<file path="src/rtl/if_id_stall_seq_if.sv">
// Stall/fetch/decode handshake bundle for if_id_stall_seq.
// STALL_STATS_EN adds the stall_cycles statistics signal.
interface if_id_stall_seq_if #(
  parameter int INSTR_W = 16
);
  logic [1:0]         stall_c;
  logic               wrt_IF_ID;
  logic               flush;
  logic [INSTR_W-1:0] instr_in;
  logic [INSTR_W-1:0] pc_p2_in;
  logic               pc_en;
  logic [INSTR_W-1:0] if_id_instr;
  logic [INSTR_W-1:0] if_id_pc_p2;
  logic               if_id_valid;
  logic               id_ex_bubble;
  logic               stall_err;
`ifdef STALL_STATS_EN
  logic [15:0]        stall_cycles;

  modport master (
    output stall_c, wrt_IF_ID, flush, instr_in, pc_p2_in,
    input  pc_en, if_id_instr, if_id_pc_p2, if_id_valid, id_ex_bubble, stall_err,
    input  stall_cycles
  );

  modport slave (
    input  stall_c, wrt_IF_ID, flush, instr_in, pc_p2_in,
    output pc_en, if_id_instr, if_id_pc_p2, if_id_valid, id_ex_bubble, stall_err,
    output stall_cycles
  );
`else
  modport master (
    output stall_c, wrt_IF_ID, flush, instr_in, pc_p2_in,
    input  pc_en, if_id_instr, if_id_pc_p2, if_id_valid, id_ex_bubble, stall_err
  );

  modport slave (
    input  stall_c, wrt_IF_ID, flush, instr_in, pc_p2_in,
    output pc_en, if_id_instr, if_id_pc_p2, if_id_valid, id_ex_bubble, stall_err
  );
`endif
endinterface

</file>
<file path="src/rtl/if_id_stall_seq.sv">
// IF/ID pipeline register with hazard stall sequencing and flush priority.
// Optional STALL_STATS_EN adds a saturating count of PC-hold cycles.
//
// state | meaning
// RUN   | normal flow; same-cycle stall for any non-zero request length
// HOLD  | second cycle of a two-cycle stall; new requests ignored
module if_id_stall_seq #(
  parameter int                 INSTR_W = 16,
  parameter logic [INSTR_W-1:0] NOP     = 'h0800
) (
  input  logic              clk,
  input  logic              rst,
  if_id_stall_seq_if.slave  bus
);

  typedef enum logic {RUN = 1'b0, HOLD = 1'b1} state_t;

  state_t             state;
  logic               cnt;
  logic [INSTR_W-1:0] instr_q;
  logic [INSTR_W-1:0] pc_p2_q;
  logic               valid_q;
  logic               err_q;

  logic [1:0]         req_len;
  logic               req_illegal;
  logic               hold_active;
  logic               pc_en_c;
  logic               bubble_c;

  always_comb begin
    req_len = 2'd0;
    unique case (bus.stall_c)
      2'b00:   req_len = bus.wrt_IF_ID ? 2'd0 : 2'd1;
      2'b01:   req_len = 2'd1;
      default: req_len = 2'd2;
    endcase
  end

  assign req_illegal = (bus.stall_c == 2'b11) || ((bus.stall_c != 2'b00) && bus.wrt_IF_ID);

  // A HOLD with an exhausted count behaves like RUN so a corrupted cnt cannot wedge fetch.
  assign hold_active = (state == HOLD) && (cnt != 1'b0);

  always_comb begin
    pc_en_c  = 1'b0;
    bubble_c = 1'b1;
    if (rst) begin
      pc_en_c  = 1'b0;
      bubble_c = 1'b1;
    end else if (bus.flush) begin
      pc_en_c  = 1'b1;
      bubble_c = 1'b1;
    end else if (hold_active) begin
      pc_en_c  = 1'b0;
      bubble_c = 1'b1;
    end else begin
      pc_en_c  = (req_len == 2'd0);
      bubble_c = (req_len != 2'd0);
    end
  end

  always_ff @(posedge clk) begin
    if (rst) begin
      state   <= RUN;
      cnt     <= 1'b0;
      instr_q <= NOP;
      pc_p2_q <= '0;
      valid_q <= 1'b0;
      err_q   <= 1'b0;
    end else begin
      if (req_illegal) begin
        err_q <= 1'b1;
      end
      if (bus.flush) begin
        state   <= RUN;
        cnt     <= 1'b0;
        instr_q <= NOP;
        valid_q <= 1'b0;
      end else if (hold_active) begin
        state <= RUN;
        cnt   <= 1'b0;
      end else begin
        unique case (req_len)
          2'd0: begin
            state   <= RUN;
            cnt     <= 1'b0;
            instr_q <= bus.instr_in;
            pc_p2_q <= bus.pc_p2_in;
            valid_q <= 1'b1;
          end
          2'd1: begin
            state <= RUN;
            cnt   <= 1'b0;
          end
          default: begin
            state <= HOLD;
            cnt   <= 1'b1;
          end
        endcase
      end
    end
  end

  assign bus.pc_en        = pc_en_c;
  assign bus.id_ex_bubble = bubble_c;
  assign bus.if_id_instr  = instr_q;
  assign bus.if_id_pc_p2  = pc_p2_q;
  assign bus.if_id_valid  = valid_q;
  assign bus.stall_err    = err_q;

`ifdef STALL_STATS_EN
  logic [15:0] stall_cycles_q;

  always_ff @(posedge clk) begin
    if (rst) begin
      stall_cycles_q <= '0;
    end else if (!pc_en_c && (stall_cycles_q != 16'hFFFF)) begin
      stall_cycles_q <= stall_cycles_q + 16'd1;
    end
  end

  assign bus.stall_cycles = stall_cycles_q;
`endif

endmodule

</file>
<file path="src/flat_wrapper.sv">
// flat-port wrapper written by rule: the top's interface ports become plain ports
module if_id_stall_seq_flat 
#(
  parameter int                 INSTR_W = 16,
  parameter logic [INSTR_W-1:0] NOP     = 'h0800
)
  (clk, rst, bus_stall_c, bus_wrt_IF_ID, bus_flush, bus_instr_in, bus_pc_p2_in, bus_pc_en, bus_if_id_instr, bus_if_id_pc_p2, bus_if_id_valid, bus_id_ex_bubble, bus_stall_err);
  if_id_stall_seq_if #(.INSTR_W(INSTR_W)) bus_i ();
  input  logic clk;
  input  logic rst;
  input wire logic [$bits(bus_i.stall_c)-1:0] bus_stall_c;
  input wire logic [$bits(bus_i.wrt_IF_ID)-1:0] bus_wrt_IF_ID;
  input wire logic [$bits(bus_i.flush)-1:0] bus_flush;
  input wire logic [$bits(bus_i.instr_in)-1:0] bus_instr_in;
  input wire logic [$bits(bus_i.pc_p2_in)-1:0] bus_pc_p2_in;
  output wire logic [$bits(bus_i.pc_en)-1:0] bus_pc_en;
  output wire logic [$bits(bus_i.if_id_instr)-1:0] bus_if_id_instr;
  output wire logic [$bits(bus_i.if_id_pc_p2)-1:0] bus_if_id_pc_p2;
  output wire logic [$bits(bus_i.if_id_valid)-1:0] bus_if_id_valid;
  output wire logic [$bits(bus_i.id_ex_bubble)-1:0] bus_id_ex_bubble;
  output wire logic [$bits(bus_i.stall_err)-1:0] bus_stall_err;
  assign bus_i.stall_c = bus_stall_c;
  assign bus_i.wrt_IF_ID = bus_wrt_IF_ID;
  assign bus_i.flush = bus_flush;
  assign bus_i.instr_in = bus_instr_in;
  assign bus_i.pc_p2_in = bus_pc_p2_in;
  assign bus_pc_en = bus_i.pc_en;
  assign bus_if_id_instr = bus_i.if_id_instr;
  assign bus_if_id_pc_p2 = bus_i.if_id_pc_p2;
  assign bus_if_id_valid = bus_i.if_id_valid;
  assign bus_id_ex_bubble = bus_i.id_ex_bubble;
  assign bus_stall_err = bus_i.stall_err;
  if_id_stall_seq #(.INSTR_W(INSTR_W), .NOP(NOP)) u_core (.clk(clk), .rst(rst), .bus(bus_i));
endmodule
</file>
<file path="config.mk">
export PLATFORM = sky130hd
export DESIGN_NAME = if_id_stall_seq_flat
export DESIGN_NICKNAME = d
export VERILOG_FILES = /design/src/rtl/if_id_stall_seq_if.sv /design/src/rtl/if_id_stall_seq.sv /design/src/flat_wrapper.sv
export SDC_FILE = /design/constraint.sdc
export NUM_CORES = 1
export LEC_CHECK = 0
export BUFFER_PORTS_ARGS = -buffer_cell sky130_fd_sc_hd__buf_2
export CORE_ASPECT_RATIO = 0.6
export CORE_MARGIN = 2
export CORE_UTILIZATION = 39
export CTS_CLUSTER_SIZE = 28
export DETAILED_ROUTE_END_ITERATION = 6
export HOLD_SLACK_MARGIN = 0.15
export PLACE_DENSITY_LB_ADDON = 0.12
export SYNTH_ARGS = -nofsm -noshare
export SYNTH_HDL_FRONTEND = slang
export SYNTH_SLANG_ARGS = --single-unit
export TNS_END_PERCENT = 30
</file>
<file path="constraint.sdc">
create_clock -name clk -period 1.4 [get_ports clk]
set_input_delay 0.14 -clock clk [delete_from_list [all_inputs] [get_ports clk]]
set_output_delay 0.14 -clock clk [all_outputs]
set_load 0.005 [all_outputs]
</file>
==> flow_summary.ini <==
[clock_tree]
tritoncts = built
cts_buffers = 5
clockBufferDepth = 2
cts_sinks = 35
clkLatencyLatePin_ns = 0.28
htreeDepth = 2
clk_pin_slew_worst_paths_ns = 0.07
cts_root_buffer = clkbuf_8

[place]
placed_cell_area_mm2 = 0.00175
dpl.cell_count = 269
place.gp.congestion = 0.754
hpwl_um = 2510
io_buffers = 73

[global_routing]
grt_pass1_wl_um = 6440
grt_pass1_vias = 1445
grt_max_degree = 35
grt-ovfl-total = 0
grt.total_usage_pct = 21.0
antenna_found_initial = 0

[die]
die-area_mm2 = 0.00396
io_pins = 74
chipWidth_um = 80.0
core_area_mm2 = 0.00328
fp-row-count = 16
initial_core_util_pct = 41.1
die_h_um = 49.6

[finish]
instances_no_fill = 312
antenna_cells = 0
final_area_mm2 = 0.00222
final_core_util_pct = 67.6
nets = 304
syn2layout_area_growth_pct = 64.3
final_layout_size_suffix_gt1_share_pct = 37.5

[power_and_ir_drop]
internal_power_w = 0.00152
p_clk_share_pct = 34.2
switching_share_pct = 23.0
cellPowerDensity_mw_per_mm2 = 891
vdd.ir_drop.worst_uv = 575
netSwitchingPower_w = 0.000454
p_leak_nw = 0.967
p_seq_share_pct = 51.9
comb_power_share_pct = 13.9

[flow_run]
maxCapViolCount = 0

[critical_path]
crit_chain = buf_6 -> nor4b_4 -> buf_6 -> nor2_2 -> nor2_1 -> buf_2
crit_path_top_delay_cell = nor4b_4
startpoint_type = register
path_common_cell = buf_6
critPathMaxStageDelay_ns = 0.35
worst_setup_path_end_kind = output pin
critPathTopFamily = simple AND/OR/NAND/NOR gates
cp_num_buf_inv = 3
timing_worst_setup_path_type = reg -> out
cp.required_ns = 1.26
critical_path_arrival_ns = 1.43
crit_fanout = 3

[timing]
fin_ws_ns = -0.172
worst_pin_slew_ns = 0.326
min_period_over_period_pct = 112
period_needed_ns = 1.57
tns_ns = -0.411
relSlewSlack_pct = 78.2
grt_setup_unrepaired = true
maxSlewViolCount = 0
max_freq_mhz = 636
finalSetupViolCount = 9
clock_skew_ns = 0.00483
hold_viol = 0
holdWs_ns = 0.162

[synthesis]
syn_inst = 158
yosys.area.top_type = dfxtp_1
synth_cell_types = 18
yosys_warnings = 0
synth_nets = 196
synthTopCellsByArea = dfxtp_1, a21oi_1, nand2_1, nand3b_1, o21ai_1
ys_seq_elements = 35
yosysSeqAreaShare_pct = 51.9
synth_area_mm2 = 0.00135
synth.top_cell.area_share_pct = 51.9
syn_avg_cell_area_um2 = 8.54

[run_status]
violations = negative setup slack
status = complete, but fails checks

[routing]
detail-route-antenna-nets = 0
drt_iter0_markers = 61
remaining_drc_errors = 0
wl_per_cell_um = 12.5
vias = 1483
dr.pass1.iters = 4
viasPerCell = 4.75
wl_um = 3910

[min_path]
hp-class = in -> reg
[routing by layer]
metal	track usage [%]	vias up	share of wire, %
met5	0	-	0
met4	9.60	0	1.6
met3	5.68	6	6.0
met2	33.5	46	48
met1	26.5	680	44
li1	-	751	-
[layout by cell type, fill, tap and decap left out, drive strengths merged]
cell type | Yosys | layout
nand2 | 33 | 33
nor3b | 1 | 1
or2 | 1 | 1
buf | 8 | 84
dfxtp | 35 | 35
o21ai | 16 | 16
nand3b | 16 | 16
nor4b | 1 | 1
a21oi | 31 | 31
nor2 | 7 | 7
nand3 | 1 | 1
clkinv | 0 | 1
maj3 | 1 | 1
or4b | 1 | 1
dlygate4sd3 | 0 | 31
clkbuf | 6 | 7
[area by class of cell]
class	instances	area (um2)
fillers	279	1060
repair buffers	115	788
clock inverters	1	5.00
well taps	45	56.3
multi-input cells	109	591
flip-flops and latches	35	702
clock buffers	7	76.3
[path summary, 6_finish.rpt]
| check | startpoint | end | slack, ns | depth (start not counted) |
|---|---|---|---|---|
| max | u_core.state$_SDFF_PP0_ | bus_pc_en | -0.17 | 6 |
| min | bus_pc_p2_in[14] | u_core.bus.if_id_pc_p2[14]$_SDFFE_PP0P_ | 0.16 | 3 |
| max reg2reg | u_core.state$_SDFF_PP0_ | u_core.bus.if_id_pc_p2[0]$_SDFFE_PP0P_ | -0.04 | 4 |
| min reg2reg | u_core.bus.if_id_instr[2]$_SDFFE_PP0P_ | u_core.bus.if_id_instr[2]$_SDFFE_PP0P_ | 0.46 | 2 |
[per-stage QoR]
step	setup WS [ns]	total power, W
2_1_floorplan	0.000705	0.00114
3_3_place_gp	0.0365	0.00123
3_5_place_dp	-0.0104	0.00123
4_1_cts	-0.175	0.00199
5_1_grt	-0.251	0.00208
6_report	-0.172	0.00198
[tightest hold or removal path: cells and delay by family]
kind / cells / cell delay, ns
AOI/OAI and AO/OA: 1 / 0.06
buffers and inverters: 1 / 0.11
and+or+nand+nor: 1 / 0.08
[registers in the layout, summed over array words and instances (netlist names)]
register                count
u_core.bus.if_id_valid      1
u_core.bus.if_id_pc_p2     16
u_core.bus.if_id_instr     16
u_core.state                1
u_core.bus.stall_err        1
[synth_stat cells (all sizes together)]
master,n
maj3,1
or2,1
nor2,7
dfxtp,35
o21ai,16
or4b,1
nand2,33
nand3b,16
nor3b,1
nand3,1
nor4b,1
buf,8
clkbuf,6
a21oi,31
[power groups by stage]
stage | Sequential (W) | Combinational, W | Clock, W
5_1_grt | 0.00103 | 0.000300 | 0.000750
4_1_cts | 0.00102 | 0.000266 | 0.000701
2_1_floorplan | 0.00105 | 0.0000884 | 0
3_3_place_gp | 0.00105 | 0.000182 | 0
3_5_place_dp | 0.00105 | 0.000187 | 0
6_report | 0.00103 | 0.000275 | 0.000676
[cells by family (layout without fill, tap and decap cells)]
| logic type | after synthesis | after routing | synth area share, % |
|---|---|---|---|
| AOI/OAI and AO/OA | 47 | 47 | 18.0 |
| and+or+nand+nor | 61 | 61 | 23.9 |
| DFF | 35 | 35 | 51.9 |
| buffers and inverters | 14 | 123 | 5.47 |
| adders and majority gates | 1 | 1 | 0.741 |
[timing repair]
action / 4_1_cts / 5_1_grt
hold endpoints to repair: 31 / 0
hold buffers: 31 / 0
endpoints found under the setup margin: 8 / 34
resized for setup: 7 / 8
pin swaps: 2 / 2
gates cloned: 1 / 0
buffers inserted: 3 / 1
Note: power is estimated with default switching activity, not from simulation.
